## src/rtl/cmp_rr_arbiter.sv

```systemverilog
// Round-robin arbiter that shares one registered magnitude comparator among R requesters.
// Each winner's operands are issued to the comparator, and the flags come back as a one-cycle response pulse.
module cmp_rr_arbiter #(
    parameter int N = 4,
    parameter int R = 4,
    localparam int IW = $clog2(R)
) (
    input  logic            clk,
    input  logic            reset_n,
    input  logic [R-1:0]    req_valid,
    input  logic [R*N-1:0]  req_a,
    input  logic [R*N-1:0]  req_b,
    output logic [R-1:0]    req_ready,
    output logic [R-1:0]    rsp_valid,
    output logic [IW-1:0]   rsp_id,
    output logic            rsp_gt,
    output logic            rsp_lt,
    output logic            rsp_eq,
    output logic            busy,
    output logic [N-1:0]    cmp_a,
    output logic [N-1:0]    cmp_b,
    input  logic            cmp_gt,
    input  logic            cmp_lt,
    input  logic            cmp_eq
);

    typedef enum logic [1:0] {
        IDLE  = 2'b00,
        ISSUE = 2'b01,
        DONE  = 2'b10
    } state_t;

    state_t          state_q;
    state_t          state_d;
    logic [IW-1:0]   ptr_q;
    logic [IW-1:0]   gnt_id_p1;
    logic [N-1:0]    op_a_p1;
    logic [N-1:0]    op_b_p1;
    logic [IW-1:0]   gnt_idx;
    logic            gnt_found;
    logic            grant;
    logic [N-1:0]    a_slice [R];
    logic [N-1:0]    b_slice [R];

    for (genvar i = 0; i < R; i++) begin : g_slice
        assign a_slice[i] = req_a[i*N +: N];
        assign b_slice[i] = req_b[i*N +: N];
    end

    // Rotating priority: first pending requester after the last winner, wrapping at R.
    always_comb begin
        gnt_found = 1'b0;
        gnt_idx   = '0;
        for (int k = 1; k <= R; k++) begin
            logic [IW:0] cand;
            cand = {1'b0, ptr_q} + (IW+1)'(k);
            if (cand >= (IW+1)'(R)) begin
                cand = cand - (IW+1)'(R);
            end
            if (!gnt_found && req_valid[cand[IW-1:0]]) begin
                gnt_found = 1'b1;
                gnt_idx   = cand[IW-1:0];
            end
        end
    end

    // The reset term keeps req_ready low while reset_n is held, even though the state is already IDLE.
    assign grant = (state_q == IDLE) && gnt_found && reset_n;

    always_comb begin
        state_d   = IDLE;
        req_ready = '0;
        rsp_valid = '0;
        rsp_id    = '0;
        rsp_gt    = 1'b0;
        rsp_lt    = 1'b0;
        rsp_eq    = 1'b0;
        case (state_q)
            IDLE: begin
                if (grant) begin
                    req_ready[gnt_idx] = 1'b1;
                    state_d            = ISSUE;
                end
            end
            ISSUE: begin
                state_d = DONE;
            end
            DONE: begin
                rsp_valid[gnt_id_p1] = 1'b1;
                rsp_id               = gnt_id_p1;
                rsp_gt               = cmp_gt;
                rsp_lt               = cmp_lt;
                rsp_eq               = cmp_eq;
                state_d              = IDLE;
            end
            default: begin
                state_d = IDLE;
            end
        endcase
    end

    assign busy  = (state_q != IDLE);
    assign cmp_a = op_a_p1;
    assign cmp_b = op_b_p1;

    // Stage p1: captured operands feed the comparator; its flags return one cycle later, in DONE.
    always_ff @(posedge clk or negedge reset_n) begin
        if (!reset_n) begin
            state_q   <= IDLE;
            ptr_q     <= IW'(R - 1);
            gnt_id_p1 <= '0;
            op_a_p1   <= '0;
            op_b_p1   <= '0;
        end else begin
            state_q <= state_d;
            if (grant) begin
                ptr_q     <= gnt_idx;
                gnt_id_p1 <= gnt_idx;
                op_a_p1   <= a_slice[gnt_idx];
                op_b_p1   <= b_slice[gnt_idx];
            end
        end
    end

endmodule

```

## config.mk

```make
export PLATFORM = sky130hd
export DESIGN_NAME = cmp_rr_arbiter
export DESIGN_NICKNAME = d
export VERILOG_FILES = /design/src/rtl/cmp_rr_arbiter.sv
export SDC_FILE = /design/constraint.sdc
export NUM_CORES = 1
export LEC_CHECK = 0
export CAP_MARGIN = 40
export CORE_ASPECT_RATIO = 0.7
export CORE_MARGIN = 1
export CORE_UTILIZATION = 40
export DETAILED_ROUTE_END_ITERATION = 10
export PLACE_DENSITY = 0.86
export SLEW_MARGIN = 20
export SYNTH_ARGS = -nofsm -noshare
export SYNTH_HDL_FRONTEND = slang
export SYNTH_SLANG_ARGS = --single-unit
```

## constraint.sdc

```tcl
create_clock -name clk -period 4.9 [get_ports clk]
set_input_delay 0.98 -clock clk [delete_from_list [all_inputs] [get_ports clk]]
set_output_delay 0.98 -clock clk [all_outputs]
set_load 0.05 [all_outputs]
```

**Word-level counts from Yosys, hierarchy flattened**

Index checks and enable logic that the tools add are counted.

- Reduce and logical (&&, ||, !) cells: 12
- Divide/modulo/power cells: 0
- Bitwise operators: 1
- Equality and inequality tests: 2
- Multipliers: 0
- $lt $le $gt $ge: 13
- Muxes and demuxes: 39
- Shifts and indexed selects: 0
- Add/subtract/negate cells: 8

Operators by type and width:

| cell | count |
|---|---|
| 2-to-1 mux 4 bit | 7 |
| < comparator 2 x 3 -> 1 bit (second input constant) | 6 |
| 2-to-1 mux 2 bit | 9 |
| binary-select mux 4 bit (select 2 bit) | 2 |
| >= comparator 3 bit (second input constant) | 5 |
| 2-to-1 mux 1 bit | 14 |
| binary-select mux 1 bit (select 2 bit) | 4 |
| subtractor 2 x 1 -> 2 bit (second input constant) | 4 |
| logical AND 1 bit | 7 |
| adder 2 x 2 -> 3 bit (second input constant) | 2 |
| demux 1 bit (select 2 bit) | 2 |
| >= comparator 2 x 1 -> 1 bit (second input constant) | 2 |
| one-hot mux 2 bit (2 select lines) | 1 |
| adder 2 x 1 -> 3 bit (second input constant) | 1 |
| adder 2 x 3 -> 3 bit (second input constant) | 1 |
| zero test 1 bit | 3 |
| NOT 2 -> 3 bit | 1 |
| equality test 2 x 1 -> 1 bit (second input constant) | 1 |
| equality test 2 bit (second input constant) | 1 |
| zero test 2 bit | 1 |
| nonzero test 2 bit | 1 |

- Bits in latches: 0
- Output and inout port bits: 22
- Bits in read-only memories: 0
- Memory bits (writable): 0
- Word-level logic and storage cells: 80
- Bits in registers: 14
- Memories: 0

**Depth between registers and ports, before layout**

Gate-level depths: netlist of run 1.

- Word-level depth: 21
- Depth in mapped cells: 8

**Worst setup path before layout of run 1**

Ideal clock, no wire load.

- Kind: input -> output
- Start: input req_valid[3]
- End: output req_ready[1]
- Buffers on the path: 2
- Stages on the path: 7
- Arrival time: 2.490 ns
- Slack: 1.430 ns
- Cells stage by stage: nor2b_1 a21oi_1 o221a_1 buf_6 buf_6 nand2b_1 nor2_1

- Cells in the longest elaborated chain, start to end: 18

RTL lines:

| item | RTL line | RTL |
|---|---|---|
| start: declaration | 10 | `input logic [R-1:0] req_valid,` |
| binary-select mux 1 bit (select 2 bit) | 60 | `if (!gnt_found && req_valid[cand[IW-1:0]]) begin` |
| 2-to-1 mux 1 bit (not written as such) | 60 |  |
| 2-to-1 mux 1 bit | 60 |  |
| zero test 1 bit | 60 |  |
| logical AND 1 bit | 60 |  |
| 2-to-1 mux 1 bit | 60 |  |
| zero test 1 bit | 60 |  |
| logical AND 1 bit | 60 |  |
| [... 2 more ...] | -- |  |
| logical AND 1 bit | 60 |  |
| 2-to-1 mux 2 bit | 60 |  |
| < comparator 2 x 3 -> 1 bit (not written as such) / >= comparator 2 x 1 -> 1 bit (equally long branches) | 81 | `req_ready[gnt_idx] = 1'b1;` |
| logical AND 1 bit (not written as such) | 81 |  |
| 2-to-1 mux 1 bit (not written as such) | 81 |  |
| demux 1 bit (select 2 bit) | 81 |  |
| 2-to-1 mux 4 bit * | 80 | `if (grant) begin` |
| 2-to-1 mux 4 bit * | 78 | `case (state_q)` |
| end: declaration | 13 | `output logic [R-1:0] req_ready,` |

Mark *: on every way between the ends. The rest lies on a longest branch, timed or not. The select of a mux whose other input is x is not followed.

**Worst setup path after layout of run 1**

- Start: input req_valid[3]
- End: output req_ready[3]

Same word-level chain as after synthesis.

==> impl_results.md, run 1 <==
- Dpl hpwl: 2250 um
- Max-cap viol count: 0
- Routed WL: 2900 um
- #FFs+latches synth: 14
- Crit path kind: in -> out
- Via count: 1125
- Critical path's slowest cell: clkdlybuf4s50_1
- Area of the mapped netlist: 1030 sq um
- Net count, final: 218
- CTS HTree Levels: 1
- Vias per cell: 5.36
- Rel. slew slack: 66.1%
- Initial detailed-routing violation count: 44
- Non-Filler Instances: 210
- Sw frac: 45.9%
- Worst skew pair latency: 250 ps
- Maximum clock path buffer count: 2
- Final Cell Area: 1750 sq um
- Starting Density: 42.0%
- CTS tree: yes
- Setup_tns: 0 ps
- Fill cells: 192
- Library cells used by synthesis: 28
- Area delta synth->final: 69.4%
- Cell count after synthesis: 114
- Reg2reg path depth: 5
- Area of the multi-input gates: 626 sq um
- Final Setup Violations: 0
- Core area: 2460 sq um
- # DRC: 0
- Net Switching: 0.380 mW
- Total grt overflow: 0
- Final Wtd Congestion: 0.797
- Post-route ant nets: 0
- Worst Hold Depth: 1
- Gate power share: 60.3%
- Top Ports: 63
- Antenna cell count: 0
- Mean post-synth cell area: 9.07 sq um
- First-pass GRT wire length: 4770 um
- Average wire per cell in the routed design: 13.8 um
- Die ar.: 2790 sq um
- Largest stage delay, worst path: 810 ps
- Dpl cell area: 1700 sq um
- Rows: 15
- Power Dens Cells: 473 nW/um^2
- VDD IR max: 217 uV
- Cts hold-fix bufs: 0
- Post-layout min period: 4150 ps
- Die Ht: 44.5 um
- Worst setup SP type: primary input
- Hold Fails Final Rpt: 0
- CP most frequent cell: clkdlybuf4s50_1
- Fin crit share: 84.7%
- Crit-path cells: clkdlybuf4s50_1, nor2b_1, a21oi_1, o221a_1, nand2b_1, nor2_1, clkdlybuf4s50_1
- Least-Margin Pin Slew: 507 ps
- Antenna violations before repair: 0
- All-Layer GR Usage: 22.1%
- Worst Path Arrival: 3170 ps
- Number of port buffers: 62
- Cell-internal power: 0.448 mW
- Total CTS buffers: 3
- Initial DRT Pass Iterations: 4
- Post-CTS setup buffer count: 0
- Yosys Warn Count: 0
- Number of gates resized after CTS: 0
- Clk_skew: 0.961 ps
- Post-Syn Nets: 155
- DP Cell Count: 206
- Largest net degree at the start of global routing: 21
- Most frequent cells in the layout: clkdlybuf4s50_1, nand3_1, nand2_1, dfrtp_1, mux2i_1
- Sequential-to-total area share from yosys stat: 34.1%
- Share of layout cells above drive strength 1: 11.9%
- Reg area: 353 sq um
- Seq pwr share: 25.9%
- Status: finished, final reports clean
- RSZ-0062 raised after global routing: no
- Max Fclk: 241 MHz
- Clock sink count: 14
- CP max FO: 8
- Clock network power share: 13.8%
- Clk slew on worst S/H paths: 60 ps
- Leakage power: 0.718 nW
- WP data required: 3920 ps
- Vias in the first global route: 1082
- Slew Limit Fails: 0
- Root Buffer: clkbuf_8
- Hold crit path type: reg -> reg
- Setup crit end kind: output port
- Die X: 62.8 um
- Final Hold Slack: 497 ps
- Most common cell after layout, fill and taps aside: clkdlybuf4s50_1
## worst paths after layout
kind	end	startpoint	slack [ps]
max in group asynchronous	ptr_q[1]	reset_n	3610
setup reg to reg	cmp_b[0]	ptr_q[1]	2820
hold / removal	state_q[1]	state_q[1]	500
hold reg to reg	state_q[1]	state_q[1]	500
min in group asynchronous	gnt_id_p1[1]	reset_n	1050
setup / recovery	req_ready[3]	req_valid[3]	750
## power by group through the flow
stage / Sequential, mW / Combinational (mW) / Clock (mW)
after global routing: 0.220 / 0.527 / 0.121
after CTS: 0.213 / 0.501 / 0.118
final: 0.214 / 0.499 / 0.114
after detailed placement: 0.214 / 0.500 / 0
after floorplan: 0.310 / 0.241 / 0
after global placement: 0.212 / 0.490 / 0
## logic make-up (layout without fill, tap and decap cells)
kind of cell | Yosys count | in the layout | share of synthesized area [%]
AOI/OAI and AO/OA | 15 | 15 | 11.7
buffers and inverters | 9 | 71 | 5.33
DFF | 14 | 14 | 34.1
muxes | 18 | 18 | 19.5
and+or+nand+nor | 58 | 58 | 29.3
## sequential cells by signal (all words and copies together) (netlist names)
signal	count
cmp_a	4
cmp_b	4
gnt_id_p1	2
ptr_q	2
state_q	2
## critical path: cells and delay by family
kind / cells / cell delay [ps]
buffers and inverters: 2 / 1400
AOI/OAI and AO/OA: 2 / 300
and+or+nand+nor: 3 / 490
## synthesized netlist by cell type (all sizes together)
master	n	area [sq um]
or4	1	7.51
a21oi	3	15.0
dfrtp	12	300
buf	5	40.0
and2	6	37.5
mux2i	10	100
o32a	1	10.0
nand3	16	80.1
nor2	8	30.0
or2	1	6.26
and3	2	12.5
o32ai	1	8.76
inv	1	3.75
nor2b	5	31.3
o221a	1	11.3
and3b	2	17.5
dfstp	2	52.6
mux2	8	101
o211ai	5	37.5
nand2b	2	12.5
clkbuf	3	11.3
nand2	12	45.0
a221o	3	30.0
a221oi	1	8.76
nor3b	3	22.5
## cell type report
type / instances / share of cell area, %
Clock buffer: 4 / 3.15
Sequential cell: 14 / 20.2
Inverter: 1 / 0.214
Tap cell: 34 / 2.43
Timing Repair Buffer: 66 / 38.3
Multi-Input combinational cell: 91 / 35.7
## through the flow
step | setup slack (ps) | power [mW] | utilization (%)
after floorplan | 1430 | 0.551 | -
after global placement | 796 | 0.702 | 69.0
after detailed placement | 745 | 0.714 | 69.0
after CTS | 744 | 0.832 | 71.2
after global routing | 558 | 0.868 | 71.2
final | 750 | 0.828 | 71.2
## metal layers
| metal | global-route usage [%] | routed length (um) |
|---|---|---|
| met4 | 10.7 | 65 |
| met1 | 23.8 | 1210 |
| met2 | 41.1 | 1400 |
| met3 | 6.44 | 233 |
| met5 | 0 | 0 |
Note: power is estimated with default switching activity, not from simulation.
==> run 2, diff against run 1 <==
--- a/config.mk
+++ b/config.mk
@@ -8,9 +8,9 @@
 export CAP_MARGIN = 40
 export CORE_ASPECT_RATIO = 0.7
 export CORE_MARGIN = 1
-export CORE_UTILIZATION = 40
+export CORE_UTILIZATION = 37
 export DETAILED_ROUTE_END_ITERATION = 10
-export PLACE_DENSITY = 0.86
+export PLACE_DENSITY = 0.8
 export SLEW_MARGIN = 20
 export SYNTH_ARGS = -nofsm -noshare
 export SYNTH_HDL_FRONTEND = slang
==> constraint.sdc (replaced) <==
create_clock -name clk -period 3.9 [get_ports clk]
set_input_delay 0.78 -clock clk [delete_from_list [all_inputs] [get_ports clk]]
set_output_delay 0.78 -clock clk [all_outputs]
set_load 0.05 [all_outputs]
==> run 2 against run 1 <==
  * Final cell count grew 0.48%
  * Via count grew 0.89%
  * Non-clock buffer count grew 1
  * Largest cell class unchanged
  * Largest power group unchanged
  * Highest routed layer unchanged
==> impl_results.md, run 2 (synthesis gave the netlist of run 1 again) <==
- Status: finished, final reports clean
- Post-layout min period: 3480 ps
- Rel. slew slack: 66.2% (+0.15 points)
- Root Buffer: clkbuf_8
- Setup crit end kind: output port
- Clock sink count: 14 (unchanged)
- Leakage power: 0.727 nW (+1.2%)
- Setup_tns: 0 ps (unchanged)
- Clk slew on worst S/H paths: 60 ps (about the same)
- Number of gates resized after CTS: 0 (unchanged)
- Hold crit path type: reg -> reg
- Initial DRT Pass Iterations: 4 (unchanged)
- CTS tree: yes
- Average wire per cell in the routed design: 13.6 um (-1.5%)
- Critical path's slowest cell: clkdlybuf4s50_1
- Power Dens Cells: 593 nW/um^2 (+25%)
- Area delta synth->final: 69.6%
- Non-Filler Instances: 211 (+0.48%)
- Max Fclk: 287 MHz
- Routed WL: 2870 um (-1.1%)
- First-pass GRT wire length: 4650 um (-2.5%)
- RSZ-0062 raised after global routing: no
- Worst setup SP type: primary input
- Clk_skew: 1.21 ps (+0.253 ps)
- WP data required: 3120 ps (-800 ps)
- Most frequent cells in the layout: clkdlybuf4s50_1, nand3_1, nand2_1, dfrtp_1, mux2i_1
- Post-CTS setup buffer count: 0 (unchanged)
- Crit path kind: in -> out
- Final Setup Violations: 0 (unchanged)
- Total CTS buffers: 3 (unchanged)
- Via count: 1135 (+0.89%)
- Maximum clock path buffer count: 2 (unchanged)
- Die Ht: 46.2 um (+3.8%)
- Worst skew pair latency: 250 ps (about the same)
- Number of port buffers: 62 (unchanged)
- Initial detailed-routing violation count: 25 (-43%)
- Final Wtd Congestion: 0.777 (-2.5%)
- Reg area: 353 sq um (unchanged)
- CP max FO: 10 (+2)
- Fin crit share: 89.2%
- Share of layout cells above drive strength 1: 13.6% (+1.6 points)
- # DRC: 0 (unchanged)
- Most common cell after layout, fill and taps aside: clkdlybuf4s50_1
- Cts hold-fix bufs: 0 (unchanged)
- Post-route ant nets: 0 (unchanged)
- Area of the multi-input gates: 626 sq um (unchanged)
- CTS HTree Levels: 1 (unchanged)
- DP Cell Count: 207 (+0.49%)
- Total grt overflow: 0 (unchanged)
- Slew Limit Fails: 0 (unchanged)
- Worst Path Arrival: 2700 ps (-470 ps)
- Max-cap viol count: 0 (unchanged)
- Die ar.: 3010 sq um (+7.8%)
- Starting Density: 40.5% (-1.5 points)
- Rows: 15 (unchanged)
- Core area: 2550 sq um (+3.8%)
- Vias in the first global route: 1094 (+1.1%)
- Antenna violations before repair: 0 (unchanged)
- Top Ports: 63 (unchanged)
- Fill cells: 211 (+9.9%)
- Crit-path cells: clkdlybuf4s50_1, and3b_1, o32a_1, nor2_1, and2_1, buf_12
- Vias per cell: 5.38 (+0.41%)
- Net count, final: 219 (+0.46%)
- Die X: 65.2 um (+3.8%)
- Antenna cell count: 0 (unchanged)
- Least-Margin Pin Slew: 505 ps (-2.31 ps)
- Largest stage delay, worst path: 520 ps (-290 ps)
- Largest net degree at the start of global routing: 21 (unchanged)
- Hold Fails Final Rpt: 0 (unchanged)
- VDD IR max: 386 uV (+78%)
- Dpl hpwl: 2310 um (+3.0%)
- All-Layer GR Usage: 20.2% (-1.9 points)
-- run 2: changes by cell type in the layout (fill, tap and decap cells not counted) --
cell / previous run / this run
buf_4: 4 / 7
clkdlybuf4s50_1: 60 / 58
-- run 2: path summary, 6_finish.rpt --
| path | startpoint | endpoint | slack (ps) | depth (start not counted) |
|---|---|---|---|---|
| min | state_q[1] | state_q[1] | 470 | 1 |
| min reg2reg | state_q[1] | state_q[1] | 470 | 1 |
| min in group asynchronous | reset_n | state_q[0] | 860 | 2 |
| max | req_valid[3] | req_ready[0] | 420 | 6 |
| max reg2reg | ptr_q[1] | cmp_b[0] | 1770 | 5 |
| max in group asynchronous | reset_n | ptr_q[0] | 2800 | 2 |
-- run 2: critical path, delay by kind of cell --
kind / cells / cell delay, ps
AO/OA/AOI/OAI: 1 / 420
buffers and inverters: 2 / 670
AND/OR/NAND/NOR: 3 / 830
-- run 2: per-layer routing --
metal	part of all wire [%]	GRT usage, %	wire (um)	vias up
met5	0	0	0	-
met4	1.5	6.09	42	0
met3	5.5	3.96	159	7
met2	49	37.3	1410	50
met1	44	24.3	1260	538
li1	-	-	-	540
-- run 2: cell type report --
class / count / area share, %
well taps: 34 / 2.43
flip-flops and latches: 14 / 20.1
repair buffers: 67 / 38.4
inverters: 1 / 0.214
clock buffers: 4 / 3.14
multi-input cells: 91 / 35.7
-- run 2: through the flow --
step	power [mW]	setup WS [ps]	utilization [%]	hold slack [ps]	area [sq um]
finish	1.04	420	68.7	474	1750
global route	1.09	332	68.7	504	1750
CTS	1.04	443	68.7	478	1750
detailed placement	0.894	448	66.5	472	1700
global placement	0.882	540	66.5	455	1700
floorplan	0.692	830	-	431	1030
-- run 2: where the power goes --
part / internal (mW) / leakage, nW / switching (mW)
logic: 0.261 / 0.529 / 0.366
clock network: 0.0896 / 0.0288 / 0.0562
registers: 0.212 / 0.169 / 0.0540
==> run 3, diff against run 2 <==
--- a/config.mk
+++ b/config.mk
@@ -6,11 +6,12 @@
 export NUM_CORES = 1
 export LEC_CHECK = 0
 export CAP_MARGIN = 40
-export CORE_ASPECT_RATIO = 0.7
 export CORE_MARGIN = 1
-export CORE_UTILIZATION = 37
+export CORE_UTILIZATION = 59
 export DETAILED_ROUTE_END_ITERATION = 10
-export PLACE_DENSITY = 0.8
+export DONT_BUFFER_PORTS = 1
+export PLACE_DENSITY = 0.75
+export SETUP_SLACK_MARGIN = 0.2
 export SLEW_MARGIN = 20
 export SYNTH_ARGS = -nofsm -noshare
 export SYNTH_HDL_FRONTEND = slang
==> run 3 against run 2 <==
  * The run now ends with DRC left
  * Hold slack got worse by 290 ps
  * Setup slack improved by 310 ps
  * Core utilization increased by 0.37 points
  * Combinational power shrank 48%
  * Critical path type is now reg -> out
  * Largest power group is now sequential cells
  * Highest routed layer is now met3
==> impl_results.md, run 3 (synthesis gave the netlist of run 1 again) <==
- Clock network power share: 12.1% (-1.9 points)
- CTS tree: yes
- Maximum clock path buffer count: 2 (unchanged)
- Total CTS buffers: 3 (unchanged)
- Post-CTS setup buffer count: 0 (unchanged)
- Clk_skew: 4.21 ps (+3.00 ps)
- Post-layout min period: 3170 ps (-314 ps)
- Leakage power: 0.478 nW (-34%)
- Pre-CTS setup slack: 882 ps (+433 ps)
- CTS HTree Levels: 1 (unchanged)
- Number of gates resized after CTS: 0 (unchanged)
- All-Layer GR Usage: 24.7% (+4.5 points)
- Top Ports: 63 (unchanged)
- Starting Density: 65.6% (+25 points)
- Setup crit end kind: output port
- Routed WL: 2280 um (-21%)
- Power Dens Cells: 773 nW/um^2 (+30%)
- Rel. slew slack: 45.0% (-21 points)
- VDD IR max: 506 uV (+31%)
- Worst Path Arrival: 2390 ps (-310 ps)
- Area delta synth->final: 5.33%
- Number of port buffers: 0 (-100%)
- Final setup margin: 734 ps (+314 ps)
- Hold Fails Final Rpt: 0 (unchanged)
- Non-Filler Instances: 132 (-37%)
- Core area: 1580 sq um (-38%)
- Cts hold-fix bufs: 0 (unchanged)
- Die Ht: 43.9 um (-5.1%)
- Most frequent cells in the layout: nand3_1, nand2_1, dfrtp_1
- Hold crit path type: in -> async
- Root Buffer: clkbuf_4
- Clock sink count: 14 (unchanged)
- Final Hold Slack: 187 ps (-287 ps)
- Rows: 14 (-1)
- First-pass GRT wire length: 3540 um (-24%)
- Max-cap viol count: 0 (unchanged)
- Final Setup Violations: 0 (unchanged)
- Via count: 883 (-22%)
- Net count, final: 158 (-28%)
- Die ar.: 1920 sq um (-36%)
- Max Fclk: 316 MHz (+9.9%)
- Failing checks: DRC
- Slew Limit Fails: 0 (unchanged)
- Final core utilization: 69.0% (+0.37 points)
- Antenna violations before repair: 0 (unchanged)
- Reg2Reg Setup Slack: 1800 ps (+30 ps)
- Gate power share: 38.6% (-22 points)
- Reg-to-reg endpoint: cmp_b[1]
- Status: complete, but fails checks
- Antenna cell count: 0 (unchanged)
- RSZ-0062 raised after global routing: no
- Worst skew pair latency: 280 ps (+30 ps)
- Initial DRT Pass Iterations: 7 (+3)
- Vias per cell: 6.69 (+24%)
- Sw frac: 52.5% (+6.7 points)
- Worst setup SP type: register
- DP Cell Count: 128 (-38%)
- Share of layout cells above drive strength 1: 19.0% (+5.4 points)
- # DRC: 2 (+2)
- Final Wtd Congestion: 0.716 (-7.9%)
- Setup_tns: 0 ps (unchanged)
- Crit path kind: reg -> out
- Reg2reg path depth: 5 (unchanged)
- WP data required: 3120 ps (about the same)
- Largest net degree at the start of global routing: 21 (unchanged)
- CP max FO: 10 (unchanged)
- Die X: 43.9 um (-33%)
- Cell-internal power: 0.400 mW (-29%)
- Initial detailed-routing violation count: 14 (-44%)
- Fin crit share: 81.2% (-8.1 points)
- Tot Pwr: 0.842 mW (-19%)
- Total grt overflow: 0 (unchanged)
- Least-Margin Pin Slew: 821 ps (+317 ps)
- Dpl hpwl: 1680 um (-27%)
- Net Switching: 0.442 mW (-7.2%)
- Seq pwr share: 49.3% (+24 points)
- Final Cell Area: 1090 sq um (-38%)
- Vias in the first global route: 831 (-24%)
- Clk slew on worst S/H paths: 80 ps (+20 ps)
- Average wire per cell in the routed design: 17.3 um (+27%)
- Most common cell after layout, fill and taps aside: nand3_1
- Dpl cell area: 1050 sq um (-38%)
- Post-route ant nets: 0 (unchanged)
- FF-to-FF Start: ptr_q[1]
run 3: final cells by class:
type,instances,area [sq um]
multi-input combinational,91,631
fill,137,488
sequential,14,353
timing repair buffer,6,45.0
clock buffer,4,36.3
tap,16,20.0
inverter,1,3.75
run 3: worst max-delay path, cell delays in order, from the launching register on:
cell,delay [ps]
dfstp_2,630
nor2b_1,100
o32a_1,490
nor2_1,380
and2_1,500
run 3: worst max path at each step:
| stage | startpoint | end | slack (ps) |
|---|---|---|---|
| detailed placement | reset_n | req_ready[0] | 880 |
| floorplan | req_valid[3] | req_ready[1] | 830 |
| finish | ptr_q[1] | req_ready[0] | 730 |
| CTS | ptr_q[1] | req_ready[0] | 770 |
| global placement | req_valid[1] | req_ready[0] | 960 |
| global route | ptr_q[1] | req_ready[0] | 630 |
run 3: metal layers:
metal  part of all wire [%]  global-route usage (%)  wire length, um  vias up
li1                       -                       -                -      419
met1                     41                    29.0              941      420
met2                     52                    46.0             1190       44
met3                    6.7                    7.92              153        0
met4                      0                    1.82                0        0
met5                      0                       0                0        -
run 3: power groups by stage:
stage,Clock (mW),Sequential [mW],Combinational (mW)
after CTS,0.104,0.416,0.325
after detailed placement,0,0.419,0.323
after floorplan,0,0.390,0.302
after global placement,0,0.418,0.315
after global routing,0.114,0.424,0.351
final,0.102,0.415,0.325
